<file path="src/rtl/mbist_march_ctrl.sv">
`default_nettype none
// ============================================================================
// Module   : mbist_march_ctrl
// Purpose  : March C- MBIST controller for one single-port synchronous SRAM.
//            Optional MBIST_STOP_ON_FAIL_EN ends the run at the first mismatch.
// Revision : 1.0
// ============================================================================
module mbist_march_ctrl #(
    parameter int pADDR_WIDTH = 4,
    parameter int pDATA_WIDTH = 2
) (
    input  logic                   clk,
    input  logic                   rst_n,
    input  logic                   start,
    output logic                   busy,
    output logic                   done,
    output logic                   fail,
    output logic [pADDR_WIDTH-1:0] fail_addr,
    output logic [pDATA_WIDTH-1:0] fail_data,
    output logic [7:0]             fail_count,
    output logic                   mem_cs,
    output logic                   mem_we,
    output logic [pADDR_WIDTH-1:0] mem_addr,
    output logic [pDATA_WIDTH-1:0] mem_din,
    input  logic [pDATA_WIDTH-1:0] mem_dout
);

`ifdef MBIST_STOP_ON_FAIL_EN
    localparam logic c_STOP_ON_FAIL = 1'b1;
`else
    localparam logic c_STOP_ON_FAIL = 1'b0;
`endif

    localparam logic [pADDR_WIDTH-1:0] c_ADDR_LAST = '1;
    localparam logic [pADDR_WIDTH-1:0] c_ADDR_ONE  = pADDR_WIDTH'(1);
    localparam logic [2:0]             c_ELEM_LAST = 3'd5;

    typedef enum logic [1:0] {
        S_IDLE  = 2'd0,
        S_RUN   = 2'd1,
        S_DRAIN = 2'd2,
        S_DONE  = 2'd3
    } state_t;

    // Elements 3 and 4 walk the address space downwards.
    function automatic logic elem_down(input logic [2:0] e);
        return (e == 3'd3) || (e == 3'd4);
    endfunction

    // M0 (w0) and M5 (r0) have one op per address; the rest are (read, write).
    function automatic logic elem_dual(input logic [2:0] e);
        return (e != 3'd0) && (e != c_ELEM_LAST);
    endfunction

    // Data bit of an op: write value for writes, expected value for reads.
    function automatic logic op_value(input logic [2:0] e, input logic o);
        case (e)
            3'd1, 3'd3: return o;
            3'd2, 3'd4: return ~o;
            default:    return 1'b0;
        endcase
    endfunction

    state_t                   state_q, state_d;
    logic [2:0]               elem_q, elem_d;
    logic [pADDR_WIDTH-1:0]   addr_q, addr_d;
    logic                     op_q, op_d;

    logic                     mem_cs_q, mem_cs_d;
    logic                     mem_we_q, mem_we_d;
    logic [pADDR_WIDTH-1:0]   mem_addr_q, mem_addr_d;
    logic [pDATA_WIDTH-1:0]   mem_din_q, mem_din_d;

    logic                     chk_vld_q;
    logic                     chk_exp_q;
    logic [pADDR_WIDTH-1:0]   chk_addr_q;

    logic                     fail_q, fail_d;
    logic [pADDR_WIDTH-1:0]   fail_addr_q, fail_addr_d;
    logic [pDATA_WIDTH-1:0]   fail_data_q, fail_data_d;
    logic [7:0]               fail_count_q, fail_count_d;

    logic [2:0]               nxt_elem;
    logic [pADDR_WIDTH-1:0]   nxt_addr;
    logic                     nxt_op;
    logic                     w_elem_end;
    logic                     w_last_op;
    logic                     w_cmp;
    logic                     w_mismatch;
    logic                     w_issue;
    logic                     w_start_acc;
    logic                     w_wr;

    assign w_elem_end = elem_down(elem_q) ? (addr_q == '0) : (addr_q == c_ADDR_LAST);
    assign w_last_op  = (elem_q == c_ELEM_LAST) && (addr_q == c_ADDR_LAST);

    // The read data register of the SRAM holds across writes, so the compare
    // for a read issued last cycle is valid regardless of the current op.
    assign w_cmp      = chk_vld_q && ((state_q == S_RUN) || (state_q == S_DRAIN));
    assign w_mismatch = w_cmp && (mem_dout != {pDATA_WIDTH{chk_exp_q}});

    always_comb begin
        nxt_elem = elem_q;
        nxt_addr = addr_q;
        nxt_op   = 1'b0;
        if (elem_dual(elem_q) && !op_q) begin
            nxt_op = 1'b1;
        end else if (w_elem_end) begin
            nxt_elem = elem_q + 3'd1;
            nxt_addr = elem_down(elem_q + 3'd1) ? c_ADDR_LAST : '0;
        end else if (elem_down(elem_q)) begin
            nxt_addr = addr_q - c_ADDR_ONE;
        end else begin
            nxt_addr = addr_q + c_ADDR_ONE;
        end
    end

    always_comb begin
        state_d     = state_q;
        elem_d      = elem_q;
        addr_d      = addr_q;
        op_d        = op_q;
        w_issue     = 1'b0;
        w_start_acc = 1'b0;

        case (state_q)
            S_IDLE, S_DONE: begin
                if (start) begin
                    state_d     = S_RUN;
                    elem_d      = 3'd0;
                    addr_d      = '0;
                    op_d        = 1'b0;
                    w_issue     = 1'b1;
                    w_start_acc = 1'b1;
                end
            end
            S_RUN: begin
                if (c_STOP_ON_FAIL && w_mismatch) begin
                    state_d = S_DONE;
                end else if (w_last_op) begin
                    state_d = S_DRAIN;
                end else begin
                    elem_d  = nxt_elem;
                    addr_d  = nxt_addr;
                    op_d    = nxt_op;
                    w_issue = 1'b1;
                end
            end
            S_DRAIN: begin
                state_d = S_DONE;
            end
            default: begin
                state_d = S_IDLE;
            end
        endcase

        // The op at the new pointer is what the SRAM sees next cycle.
        w_wr       = (elem_d == 3'd0) || op_d;
        mem_cs_d   = w_issue;
        mem_we_d   = w_issue && w_wr;
        mem_addr_d = w_issue ? addr_d : mem_addr_q;
        mem_din_d  = (w_issue && w_wr) ? {pDATA_WIDTH{op_value(elem_d, op_d)}} : '0;

        fail_d       = fail_q;
        fail_addr_d  = fail_addr_q;
        fail_data_d  = fail_data_q;
        fail_count_d = fail_count_q;
        if (w_start_acc) begin
            fail_d       = 1'b0;
            fail_addr_d  = '0;
            fail_data_d  = '0;
            fail_count_d = 8'd0;
        end else if (w_mismatch) begin
            fail_d = 1'b1;
            if (fail_count_q != 8'hFF) begin
                fail_count_d = fail_count_q + 8'd1;
            end
            if (!fail_q) begin
                fail_addr_d = chk_addr_q;
                fail_data_d = mem_dout;
            end
        end
    end

    always_ff @(posedge clk or negedge rst_n) begin
        if (!rst_n) begin
            state_q      <= S_IDLE;
            elem_q       <= 3'd0;
            addr_q       <= '0;
            op_q         <= 1'b0;
            mem_cs_q     <= 1'b0;
            mem_we_q     <= 1'b0;
            mem_addr_q   <= '0;
            mem_din_q    <= '0;
            chk_vld_q    <= 1'b0;
            chk_exp_q    <= 1'b0;
            chk_addr_q   <= '0;
            fail_q       <= 1'b0;
            fail_addr_q  <= '0;
            fail_data_q  <= '0;
            fail_count_q <= 8'd0;
        end else begin
            state_q      <= state_d;
            elem_q       <= elem_d;
            addr_q       <= addr_d;
            op_q         <= op_d;
            mem_cs_q     <= mem_cs_d;
            mem_we_q     <= mem_we_d;
            mem_addr_q   <= mem_addr_d;
            mem_din_q    <= mem_din_d;
            chk_vld_q    <= mem_cs_q && !mem_we_q;
            chk_exp_q    <= op_value(elem_q, op_q);
            chk_addr_q   <= mem_addr_q;
            fail_q       <= fail_d;
            fail_addr_q  <= fail_addr_d;
            fail_data_q  <= fail_data_d;
            fail_count_q <= fail_count_d;
        end
    end

    assign busy       = (state_q == S_RUN) || (state_q == S_DRAIN);
    assign done       = (state_q == S_DONE);
    assign fail       = fail_q;
    assign fail_addr  = fail_addr_q;
    assign fail_data  = fail_data_q;
    assign fail_count = fail_count_q;
    assign mem_cs     = mem_cs_q;
    assign mem_we     = mem_we_q;
    assign mem_addr   = mem_addr_q;
    assign mem_din    = mem_din_q;

endmodule
`default_nettype wire
</file>
<file path="config.mk">
export PLATFORM = sky130hd
export DESIGN_NAME = mbist_march_ctrl
export DESIGN_NICKNAME = d
export VERILOG_FILES = /design/src/rtl/mbist_march_ctrl.sv
export SDC_FILE = /design/constraint.sdc
export NUM_CORES = 1
export LEC_CHECK = 0
export ABC_AREA = 1
export CORE_ASPECT_RATIO = 1.2
export CORE_MARGIN = 2
export CORE_UTILIZATION = 50
export DETAILED_ROUTE_END_ITERATION = 8
export PLACE_DENSITY_LB_ADDON = 0.25
export SLEW_MARGIN = 20
export SYNTH_ARGS = -nofsm -noshare
export SYNTH_HDL_FRONTEND = slang
export SYNTH_SLANG_ARGS = --single-unit
</file>
<file path="constraint.sdc">
create_clock -name clk -period 3.44 [get_ports clk]
set_clock_uncertainty 0.2 [all_clocks]
set_input_delay 0.688 -clock clk [delete_from_list [all_inputs] [get_ports clk]]
set_output_delay 0.688 -clock clk [all_outputs]
set_load 0.01 [all_outputs]
</file>
==> flow_summary.json <==
{
  "wl_um": 3976,
  "synth_compound_area_frac": 0.1210,
  "setup_viol": 0,
  "switching_share": 0.3919,
  "required_ns": 2.55,
  "overflow": 0,
  "p_leak_nw": 1.275,
  "seq_power_share": 0.377,
  "globalplace.congestion": 0.8814,
  "nNetsFinal": 311,
  "cts_setup_buffers": 0,
  "wl_per_cell_um": 11.52,
  "grt_pass1_vias": 1540,
  "cts_hold_buffers": 0,
  "grt_first_pass_wirelength_um": 6706,
  "die_area_um2": 4714,
  "remaining_drc_errors": 0,
  "h-tree-depth": 2,
  "port_buffers": 29,
  "grt_max_degree": 39,
  "yosys_warnings": 0,
  "fmax_mhz": 377.5,
  "syn_inst": 256,
  "peakVddDrop_uv": 267.5,
  "syn_area_per_cell_um2": 8.162,
  "die_height_um": 74.82,
  "cts_sinks": 38,
  "tightest_slew_ns": 0.9653,
  "layout-drive-gt1-share": 0.07904,
  "worst_path_max_delay_cell": "clkdlybuf4s50_1",
  "setup-tns-final_ns": 0,
  "synth.mux.area_fraction": 0,
  "clock_latency_ns": 0.29,
  "grt_usage": 0.1855,
  "area_delta_synth_final_pct": 21.02,
  "hold_violations": 0,
  "post-route-period-util": 0.7701,
  "drt_iter0_drc": 96,
  "placed_area_um2": 2437,
  "status": "complete, no violations",
  "dr.pass1.iters": 4,
  "hpwl_um": 3056,
  "min_path_type": "flop to flop",
  "syn_area_um2": 2090,
  "p_comb_frac": 0.458,
  "path_cells": "inv_1 -> ha_1 -> inv_2 -> clkdlybuf4s50_1",
  "clock_power_share": 0.165,
  "slowest_delay_ns": 0.54,
  "p_int_mw": 1.140,
  "worst-path-buf-inv": 3,
  "cts-root-buf": "clkbuf_8",
  "antenna_found_initial": 0,
  "num_io_pins": 30,
  "critPathLaunchType": "flop",
  "cts_tree": "yes",
  "cp-end-kind": "output pin",
  "cts-resized-gates": 0,
  "coreArea_um2": 3973,
  "final_max_slew_viol_count": 0,
  "synth_nets": 277,
  "vias": 1714,
  "ys_ff_latch": 38,
  "synth_cell_type_count": 29,
  "fillers": 368,
  "maxCapViolCount": 0,
  "die_width_um": 63.01,
  "start_util": 0.5260,
  "synth.yosys.seq_area_share": 0.4551,
  "core.rowCount": 25,
  "slew_headroom": 0.3496,
  "min_period_ns": 2.649,
  "arrival_ns": 1.76,
  "critical_path_class": "flop to output pin",
  "mostFrequentLayoutCells": "nand2_1 (52), inv_1 (41), dfrtp_1 (38)",
  "viasPerCell": 4.968,
  "synth_xor_area_frac": 0.01677,
  "synthAdderAreaFrac": 0.09940,
  "rsz0062_at_grt": "no",
  "fin_area_um2": 2529,
  "power_density_nw_per_um2": 741.7,
  "critical-path-top-delay-family": "buffers and inverters",
  "cp_max_fo": 5,
  "synth_top_family_by_area": "simple AND/OR/NAND/NOR gates",
  "path_clk_slew_ns": 0.07,
  "final_common_cell": "nand2_1",
  "clk_path_buf_depth": 2,
  "switching_power_mw": 0.7351,
  "cts_buffers": 5,
  "antenna_cells": 0,
  "synthSimpleGateAreaFrac": 0.2192,
  "ant_nets": 0
}
## worst paths after layout
kind | from | to | slack (ns) | cells past startpoint
max | state_q[0] | busy | 0.79 | 4
min | mem_addr[3] | chk_addr_q[3] | 0.22 | 0
max reg2reg | state_q[0] | fail_data[1] | 0.90 | 8
min reg2reg | mem_addr[3] | chk_addr_q[3] | 0.22 | 0
max in group asynchronous | rst_n | mem_we | 2.25 | 1
min in group asynchronous | rst_n | fail_count[4] | 0.28 | 1
## logic make-up (layout without fill, tap and decap cells)
| family | Yosys count | after routing |
|---|---|---|
| compound gates | 45 | 45 |
| xor+xnor | 4 | 4 |
| fa+ha+maj | 16 | 16 |
| buf+inv | 48 | 83 |
| flops | 38 | 38 |
| simple gates | 105 | 105 |
## metrics by stage
stage	util	cells	total power, mW	hold slack [ns]	setup WS (ns)
after global placement	0.6135	337	1.567	0.2043	0.6621
after global routing	0.6365	345	2.042	0.2372	0.5927
final	0.6365	345	1.876	0.2186	0.7909
after CTS	0.6365	345	1.896	0.2197	0.7825
after detailed placement	0.6135	337	1.581	0.2041	0.5955
after floorplan	-	256	1.219	0.1924	1.348
## sequential cells by signal, summed over array words and instances (netlist names), 2 cells and up
signal	cells
fail_addr	4
addr_q	4
chk_addr_q	4
state_q	2
mem_addr	4
fail_data	2
fail_count	8
elem_q	3
## power by group through the flow
stage / Sequential [mW] / Combinational (mW) / Clock [mW]
6_report: 0.707 / 0.859 / 0.309
5_1_grt: 0.728 / 0.976 / 0.337
4_1_cts: 0.708 / 0.868 / 0.320
3_5_place_dp: 0.716 / 0.865 / 0
3_3_place_gp: 0.712 / 0.854 / 0
2_1_floorplan: 0.735 / 0.484 / 0
## synth_stat cells, drive strengths merged
cell type  count  area (um^2)
a21boi         2        15.02
a21oi          9        45.04
a22oi          1        7.510
a31oi          4        25.02
buf            2        12.51
clkbuf         2        7.510
dfrtp         38        950.9
fa             1        20.02
ha            15        187.7
inv           44        165.2
nand2         59        244.0
nand3         18        90.09
nand4          3        18.77
nor2          19        73.82
nor3           5        25.02
o211ai         1        7.510
o21ai         26        137.6
o31ai          2        15.01
or2            1        6.260
xnor2          1        8.760
xor2           3        26.28
## cell type report
type	count	area [um^2]	area share
clock buffer	7	86.33	0.03414
clock inverter	1	5.005	0.001979
inverter	44	165.2	0.06531
multi-input combinational	170	953.4	0.3770
sequential	38	950.9	0.3761
tap	54	67.56	0.02672
timing repair buffer	31	300.3	0.1188
## routing by layer
metal  part of all wire  track usage  up-vias
li1                   -            -      882
met1               0.47       0.2194      794
met2               0.48       0.3251       33
met3              0.035      0.03587        5
met4              0.021      0.09877        0
met5                  0            0        -
No activity file was read; power rests on OpenSTA's default activity.
